===== config.mk =====
export PLATFORM = sky130hd
export DESIGN_NAME = mul_issue_ctrl
export DESIGN_NICKNAME = d
export VERILOG_FILES = /design/src/rtl/mul_issue_ctrl_pkg.sv /design/src/rtl/mul_issue_ctrl.sv
export SDC_FILE = /design/constraint.sdc
export NUM_CORES = 1
export LEC_CHECK = 0
export BUFFER_PORTS_ARGS = -buffer_cell sky130_fd_sc_hd__buf_4
export CAP_MARGIN = 10
export CORE_ASPECT_RATIO = 0.7
export CORE_MARGIN = 2
export CORE_UTILIZATION = 34
export DETAILED_ROUTE_END_ITERATION = 8
export HOLD_SLACK_MARGIN = 0.1
export SYNTH_ARGS = -nofsm -noshare
export SYNTH_HDL_FRONTEND = slang
export SYNTH_SLANG_ARGS = --single-unit

===== constraint.sdc =====
create_clock -name clk -period 4.83 [get_ports clk]
set_clock_uncertainty 0.1 [all_clocks]
set_input_delay 1.2075 -clock clk [delete_from_list [all_inputs] [get_ports clk]]
set_output_delay 1.2075 -clock clk [all_outputs]
set_load 0.01 [all_outputs]

===== src/rtl/mul_issue_ctrl_pkg.sv =====
// PARAMS_pkg: shared parameters and the multiply issue FSM state type.
//   MUL_STAGES    - multiplier latency, start pulse to write-back cycle
//   REG_ADDR_SIZE - register address width
//   mul_state_e   - IDLE / BUSY / WB states of mul_issue_ctrl
package PARAMS_pkg;

  localparam int MUL_STAGES    = 5;
  localparam int REG_ADDR_SIZE = 5;

  typedef enum logic [1:0] {
    ST_IDLE = 2'd0,
    ST_BUSY = 2'd1,
    ST_WB   = 2'd2
  } mul_state_e;

endpackage


===== src/rtl/mul_issue_ctrl.sv =====
// mul_issue_ctrl: issue control for a single in-flight multi-cycle multiply.
// Decides whether the presented instruction may issue, starts the multiplier,
// tracks the in-flight destination and signals the write-back cycle.
//
// Ports
//   clk, reset_n                  clock, synchronous active-low reset
//   issue_valid_i                 instruction presented this cycle
//   issue_is_mul_i                presented instruction is a MUL
//   issue_writes_rd_i             presented instruction writes rd
//   issue_uses_rs1_i/_rs2_i       source operand read flags
//   issue_rd_i/_rs1_i/_rs2_i      register addresses
//   flush_i                       kill in-flight multiply, ignore current issue
//   stall_o                       presented instruction not accepted (comb)
//   mul_start_o                   one-cycle multiplier start pulse
//   mul_busy_o                    a multiply is in flight (BUSY or WB)
//   wb_valid_o                    multiplier result written back this cycle
//   wb_rd_o                       write-back destination (qualify with wb_valid_o)
//   dbg_state_o                   current FSM state, for observation only
//
// Handshake: an instruction is accepted in a cycle where issue_valid_i=1,
// stall_o=0 and flush_i=0; the producer holds it until then.
module mul_issue_ctrl
  import PARAMS_pkg::*;
#(
  parameter int MUL_STAGES    = PARAMS_pkg::MUL_STAGES,
  parameter int REG_ADDR_SIZE = PARAMS_pkg::REG_ADDR_SIZE
) (
  input  logic                     clk,
  input  logic                     reset_n,
  input  logic                     issue_valid_i,
  input  logic                     issue_is_mul_i,
  input  logic                     issue_writes_rd_i,
  input  logic                     issue_uses_rs1_i,
  input  logic                     issue_uses_rs2_i,
  input  logic [REG_ADDR_SIZE-1:0] issue_rd_i,
  input  logic [REG_ADDR_SIZE-1:0] issue_rs1_i,
  input  logic [REG_ADDR_SIZE-1:0] issue_rs2_i,
  input  logic                     flush_i,
  output logic                     stall_o,
  output logic                     mul_start_o,
  output logic                     mul_busy_o,
  output logic                     wb_valid_o,
  output logic [REG_ADDR_SIZE-1:0] wb_rd_o,
  output logic [1:0]               dbg_state_o
);

  // Counter must hold MUL_STAGES-1; keep at least one bit for MUL_STAGES==1.
  localparam int CNT_W = (MUL_STAGES > 1) ? $clog2(MUL_STAGES) : 1;
  localparam logic [CNT_W-1:0] CNT_LOAD = CNT_W'(MUL_STAGES - 1);
  localparam logic [CNT_W-1:0] CNT_ONE  = CNT_W'(1);
  // With a one-cycle multiplier the write-back directly follows the start.
  localparam mul_state_e LOAD_STATE = (MUL_STAGES > 1) ? ST_BUSY : ST_WB;

  mul_state_e               r_state;
  logic [CNT_W-1:0]         r_cnt;
  logic [REG_ADDR_SIZE-1:0] r_rd;

  logic w_busy;
  logic w_wb;
  logic w_active;
  logic w_rd_nz;
  logic w_struct;
  logic w_raw;
  logic w_waw;
  logic w_port;
  logic w_stall;
  logic w_mul_accept;

  assign w_busy   = (r_state == ST_BUSY);
  assign w_wb     = (r_state == ST_WB);
  assign w_active = (r_state != ST_IDLE);
  assign w_rd_nz  = (r_rd != '0);

  // Only one multiply can be in flight.
  assign w_struct = issue_is_mul_i & w_busy;

  // No forwarding: a reader of the pending destination waits until the
  // write-back cycle has completed.
  assign w_raw = w_active & w_rd_nz &
                 ((issue_uses_rs1_i & (issue_rs1_i == r_rd)) |
                  (issue_uses_rs2_i & (issue_rs2_i == r_rd)));

  assign w_waw = w_busy & issue_writes_rd_i & w_rd_nz & (issue_rd_i == r_rd);

  // A non-mul writer issued when cnt==1 would reach the register-file write
  // port in the same cycle as the multiply result.
  assign w_port = ~issue_is_mul_i & issue_writes_rd_i & w_busy & (r_cnt == CNT_ONE);

  assign w_stall = reset_n & issue_valid_i & ~flush_i &
                   (w_struct | w_raw | w_waw | w_port);

  assign w_mul_accept = reset_n & issue_valid_i & ~w_stall & ~flush_i & issue_is_mul_i;

  assign stall_o     = w_stall;
  assign mul_start_o = w_mul_accept;
  assign mul_busy_o  = reset_n & w_active;
  // A flush during WB does not retract this cycle's write-back.
  assign wb_valid_o  = reset_n & w_wb & w_rd_nz;
  assign wb_rd_o     = r_rd;
  assign dbg_state_o = r_state;

  always_ff @(posedge clk) begin
    if (!reset_n) begin
      r_state <= ST_IDLE;
      r_cnt   <= '0;
      r_rd    <= '0;
    end else if (flush_i) begin
      r_state <= ST_IDLE;
      r_cnt   <= '0;
    end else begin
      case (r_state)
        ST_IDLE: begin
          if (w_mul_accept) begin
            r_state <= LOAD_STATE;
            r_cnt   <= CNT_LOAD;
            r_rd    <= issue_rd_i;
          end
        end
        ST_BUSY: begin
          r_cnt <= r_cnt - CNT_ONE;
          if (r_cnt == CNT_ONE) begin
            r_state <= ST_WB;
          end
        end
        ST_WB: begin
          // Back-to-back: a new multiply may start in the write-back cycle.
          if (w_mul_accept) begin
            r_state <= LOAD_STATE;
            r_cnt   <= CNT_LOAD;
            r_rd    <= issue_rd_i;
          end else begin
            r_state <= ST_IDLE;
          end
        end
        default: begin
          r_state <= ST_IDLE;
          r_cnt   <= '0;
        end
      endcase
    end
  end

endmodule


==> results_dict.tcl, run 1 <==
set metrics [dict create \
    port_buffers 33 \
    maxSlewViolCount 0 \
    cts_made_buffers 3 \
    vias 888 \
    area_growth_pct 36.4 \
    rr_worst_depth 5 \
    clock_sinks 10 \
    layout-drive-gt1-share_pct 32.4 \
    synth_top_cells_by_area "dfxtp_1 (22%), xnor2_1 (15%), mux2i_1 (6.7%)" \
    p_per_area_nw_per_um2 209 \
    required_ns 3.52 \
    cp_max_fo 8 \
    grt_pass1_wl_mm 3.75 \
    synth_seq_cells 10 \
    worstSetupPathType "primary input to output port" \
    die_w_um 65.3 \
    worst_pin_slew_ns 0.554 \
    cts_resized 0 \
    synth_top_area_share_pct 22.4 \
    pin_count 34 \
    die_y_um 46.9 \
    crit_top_cell "buf_4" \
    post_cts_buffers 0 \
    cts-root-buf "clkbuf_8" \
    postCtsHoldBufs 0 \
    wl_mm 2.19 \
    cap_viol_max_count 0 \
    n_fill_cell 266 \
    clockBufferDepth 2 \
    dr.first_iter.drc_count 13 \
    cpPeakStageDelay_ns 0.35 \
    syn_nets 134 \
    h-tree-depth 1 \
    synth_cell_types 35 \
    dp_hpwl_mm 1.79 \
    min_path_type "register to register" \
    diodes 0 \
    syn-cell-area_um2 893 \
    clk_latency_ns 0.24 \
    ys_warn_count 0 \
    whs_endpoint "r_cnt[1]" \
    core-area_um2 2480 \
    avgSynthCellArea_um2 8.20 \
    syn_inst 109 \
    leakagePower_nw 0.507 \
    critPathBufInv 2 \
    row_count 15 \
    nets 168 \
    antenna_found_initial 0 \
    r2r_start "wb_rd_o[0]" \
    crit_path_end_kind "output port" \
    yosysTopAreaCell "dfxtp_1" \
    overflow 0 \
    multi_input_area_um2 662 \
    clk_pin_slew_ns 0.05 \
    final-hold-violation-count 0 \
    critPathArrivalTime_ns 2.46 \
    worstReg2RegEnd "wb_rd_o[0]" \
    slew_headroom_pct 62.9 \
    ant_nets 0 \
    start_util_pct 36.1 \
    ys_seq_area_share_pct 22.4 \
    hold_depth 2 \
    dr.pass1.iters 4 \
    gp_congestion 0.762 \
    grt_start_max_net_pins 15 \
    regArea_um2 200 \
    min-delay-start "r_cnt[1]" \
    drc 0 \
    finalSetupTns_ns 0 \
    path_cells "buf_4, xnor2_1, nand4_1, o22ai_4, a21oi_2, a21oi_1, buf_4" \
    grt_usage_pct 16.4 \
    vdd_drop_max_uv 94.5 \
    crit_slowest_cell "o22ai_4" \
    start_kind "primary input" \
    drt-vias-per-instance 5.05 \
    layout_min_cycle_time_ns 3.76 \
    status "finished clean" \
    fmaxAchievable_mhz 266 \
    rrSetupSlack_ns 2.99 \
    setup_viol 0 \
    total_power_mw 0.255 \
    finalCritPeriodShare_pct 77.9 \
    die_area_um2 3060 \
    drt-wirelength-per-cell_um 12.4 \
    rsz0062_at_grt "false" \
    grt_pass1_vias 835 \
    tritoncts "yes" \
    crit_family "compound AO/OA/AOI/OAI gates" \
]
-- synthesized netlist by cell type --
cell	instances
and2_1	1
nor2_1	9
buf_2	1
and3_1	6
buf_4	1
nand2b_1	3
a21oi_1	5
and4bb_2	1
and2b_1	1
clkbuf_1	2
nand3_1	1
and3b_1	1
mux2i_1	6
a2bb2oi_1	5
ha_1	2
a211oi_1	2
or4_4	1
nor3_2	1
nor2b_1	3
nand2_1	14
xnor2_1	15
nor2_4	1
inv_1	3
or3_1	1
and2_4	1
a21oi_2	1
o32ai_1	1
dfxtp_1	10
nand4_1	3
o21ai_0	1
nor3_1	1
nand3b_1	1
o22ai_1	1
nor4_2	1
o22ai_4	2
-- logic make-up after synthesis --
family	synth area share, %
simple gates	32.8
compound gates	17.1
xor+xnor	14.7
flops	22.4
buf+inv	3.50
mux	6.72
fa+ha+maj	2.80
-- routing by layer --
| metal | global-route usage, % | part of all wire [%] | up-vias |
|---|---|---|---|
| met2 | 27.3 | 45 | 18 |
| met3 | 4.32 | 4.5 | 4 |
| li1 | - | - | 452 |
| met4 | 5.00 | 1.3 | 0 |
| met5 | 0 | 0 | - |
| met1 | 21.3 | 49 | 414 |
-- layout by cell type (no fill, tap or decap) --
master     Yosys  layout
or3_1          1       1
and3_1         6       6
nor3_1         1       1
a2bb2oi_1      5       5
nor2_1         9       9
a211oi_1       2       2
dfxtp_1       10      10
inv_1          3       3
and2_4         1       1
buf_4          1      33
a21oi_1        5       5
ha_1           2       2
xnor2_1       15      15
and3b_1        1       1
nor3_2         1       1
clkbuf_8       0       4
nand3_1        1       1
nor4_2         1       1
and2b_1        1       1
nand2_1       14      14
nand2b_1       3       3
nor2_4         1       1
nand4_1        3       3
a21oi_2        1       1
o22ai_4        2       2
o32ai_1        1       1
and2_1         1       1
and4bb_2       1       1
or4_4          1       1
mux2i_1        6       6
nor2b_1        3       3
o22ai_1        1       1
o21ai_0        1       1
nand3b_1       1       1
-- flip-flops by register name (all words and copies together) (netlist names) --
name,count
wb_rd_o,5
r_cnt,3
dbg_state_o,2
-- power breakdown --
part / switching (mW) / total [mW] / internal (mW)
Combinational: 0.0243 / 0.0566 / 0.0323
Clock: 0.0354 / 0.107 / 0.0719
Sequential: 0.00599 / 0.0914 / 0.0855
-- worst min-delay path, cell delays in order (launching register included) --
cell	delay, ns
dfxtp_1	0.30
a21oi_1	0.14
a211oi_1	0.05
-- cell type report --
class,count,share of cell area (%)
multi-input cells,92,54.3
repair buffers,33,20.3
flip-flops and latches,10,16.4
clock buffers,4,4.52
well taps,34,3.49
inverters,3,0.924
-- metrics by stage --
stage               util [%]  instance area, um2  hold slack (ns)  setup WS (ns)  cells
finish                  49.2                1220            0.446           1.07    176
global route            49.2                1220            0.485          0.960    176
CTS                     49.2                1220            0.453           1.04    176
detailed placement      47.0                1160            0.446           1.06    172
global placement        47.0                1160            0.444           1.12    172
floorplan                  -                 893            0.419           1.37    109
-- how the worst max path moves through the flow --
stage / from / endpoint / cells after the start
floorplan: issue_rs2_i[0] / stall_o / 5
global placement: issue_rs2_i[0] / stall_o / 7
detailed placement: issue_rs1_i[0] / stall_o / 7
CTS: issue_rs1_i[0] / stall_o / 7
global route: issue_rs1_i[1] / stall_o / 7
finish: issue_rs1_i[0] / stall_o / 7
(Power assumes the default switching activity.)
==> inputs of run 2 (changes only) <==
==> constraint.sdc (replaced) <==
create_clock -name clk -period 3.5 [get_ports clk]
set_clock_uncertainty 0.1 [all_clocks]
set_input_delay 0.875 -clock clk [delete_from_list [all_inputs] [get_ports clk]]
set_output_delay 0.875 -clock clk [all_outputs]
set_load 0.01 [all_outputs]
==> results_dict.tcl, run 2 (synthesis results as in run 1) <==
set metrics [dict create \
    status "finished clean" \
    required_ns 2.52 \
    finalSetupTns_ns 0 \
    grt_usage_pct 15.7 \
    maxSlewViolCount 0 \
    crit_path_end_kind "output port" \
    cts_resized 0 \
    whs_endpoint "r_cnt[1]" \
    worstSetupPathType "primary input to output port" \
    final-hold-violation-count 0 \
    crit_slowest_cell "o22ai_4" \
    grt_pass1_wl_mm 3.59 \
    layout-drive-gt1-share_pct 32.4 \
    vdd_drop_max_uv 144 \
    min_path_type "register to register" \
    die_w_um 65.3 \
    drt-vias-per-instance 4.97 \
    port_buffers 33 \
    nets 168 \
    setup_viol 0 \
    rsz0062_at_grt "false" \
    grt_pass1_vias 828 \
    total_power_mw 0.351 \
    holdWs_ns 0.446 \
    clk_latency_ns 0.24 \
    wl_mm 2.20 \
    rr_worst_depth 5 \
    die_area_um2 3060 \
    tritoncts "yes" \
    finalCritPeriodShare_pct 88.1 \
    n_fill_cell 265 \
    postPlaceCellArea_um2 1160 \
    layout_common_cells "buf_4 (33), xnor2_1 (15), nand2_1 (14), dfxtp_1 (10), nor2_1 (9)" \
    critPathArrivalTime_ns 2.11 \
    worstReg2RegEnd "wb_rd_o[0]" \
    dr.first_iter.drc_count 26 \
    area_growth_pct 36.4 \
    largest_reg_flops 5 \
    final_common_cell "buf_4" \
    path_cells "buf_4, xnor2_1, nand4_1, o22ai_4, a21oi_2, a21oi_1, buf_4" \
    gp_congestion 0.762 \
    post_cts_buffers 0 \
    h-tree-depth 1 \
    cts_made_buffers 3 \
    clk_pin_slew_ns 0.05 \
    r2r_start "wb_rd_o[0]" \
    die_y_um 46.9 \
    row_count 15 \
    layout_min_cycle_time_ns 3.08 \
    worst_pin_slew_ns 0.558 \
    dr.pass1.iters 4 \
    antenna_found_initial 0 \
    drc 0 \
    rrSetupSlack_ns 1.66 \
    worstSetupStartpoint "issue_rs1_i[0]" \
    diodes 0 \
    postCtsHoldBufs 0 \
    drt-wirelength-per-cell_um 12.5 \
    cts-root-buf "clkbuf_8" \
    grt_start_max_net_pins 15 \
    fmaxAchievable_mhz 324 \
    start_kind "primary input" \
    slew_headroom_pct 62.6 \
    min-delay-start "r_cnt[1]" \
    clockBufferDepth 2 \
    p_per_area_nw_per_um2 288 \
    vias 875 \
    core-area_um2 2480 \
    overflow 0 \
    dp_hpwl_mm 1.77 \
    cp_max_fo 8 \
    hold_depth 2 \
    ant_nets 0 \
    cap_viol_max_count 0 \
    clock_sinks 10 \
    pin_count 34 \
    design_area_um2 1220 \
    start_util_pct 36.1 \
    leakagePower_nw 0.507 \
    cpPeakStageDelay_ns 0.34 \
    crit_top_cell "buf_4" \
]
## run 2: worst max-delay path, delay by kind of cell
kind	cells	cell delay, ns
AO/OA/AOI/OAI	3	0.64
XOR/XNOR	1	0.14
buffers and inverters	2	0.25
AND/OR/NAND/NOR	1	0.19
## run 2: where the power goes
part | switching (mW) | total (mW) | internal, mW
clock network | 0.0474 | 0.146 | 0.0991
logic | 0.0335 | 0.0781 | 0.0446
registers | 0.00839 | 0.126 | 0.118
total | 0.0893 | 0.351 | 0.262
## run 2: cell type report
type / instances / area, um2 / share of cell area (%)
timing repair buffer: 33 / 248 / 20.3
tap: 34 / 42.5 / 3.49
sequential: 10 / 200 / 16.4
clock buffer: 4 / 55.1 / 4.52
inverter: 3 / 11.3 / 0.924
multi-input combinational: 92 / 662 / 54.3
## run 2: worst max path at each step
stage	endpoint	cells past startpoint	slack (ns)
after floorplan	stall_o	5	0.71
after global placement	stall_o	7	0.45
after detailed placement	stall_o	7	0.40
after CTS	stall_o	7	0.39
after global routing	stall_o	7	0.28
final	stall_o	7	0.42
## run 2: through the flow
step                      util (%)  setup slack, ns  cells
after floorplan                  -            0.710    109
after global placement        47.0            0.453    172
after detailed placement      47.0            0.401    172
after CTS                     49.2            0.387    176
after global routing          49.2            0.282    176
final                         49.2            0.416    176
## run 2: routing by layer
layer | track usage [%] | routed length [um] | vias to the layer above
met5 | 0 | 0 | -
met4 | 5.00 | 26 | 0
li1 | - | - | 448
met2 | 26.1 | 967 | 20
met1 | 20.4 | 1100 | 403
met3 | 4.32 | 104 | 4
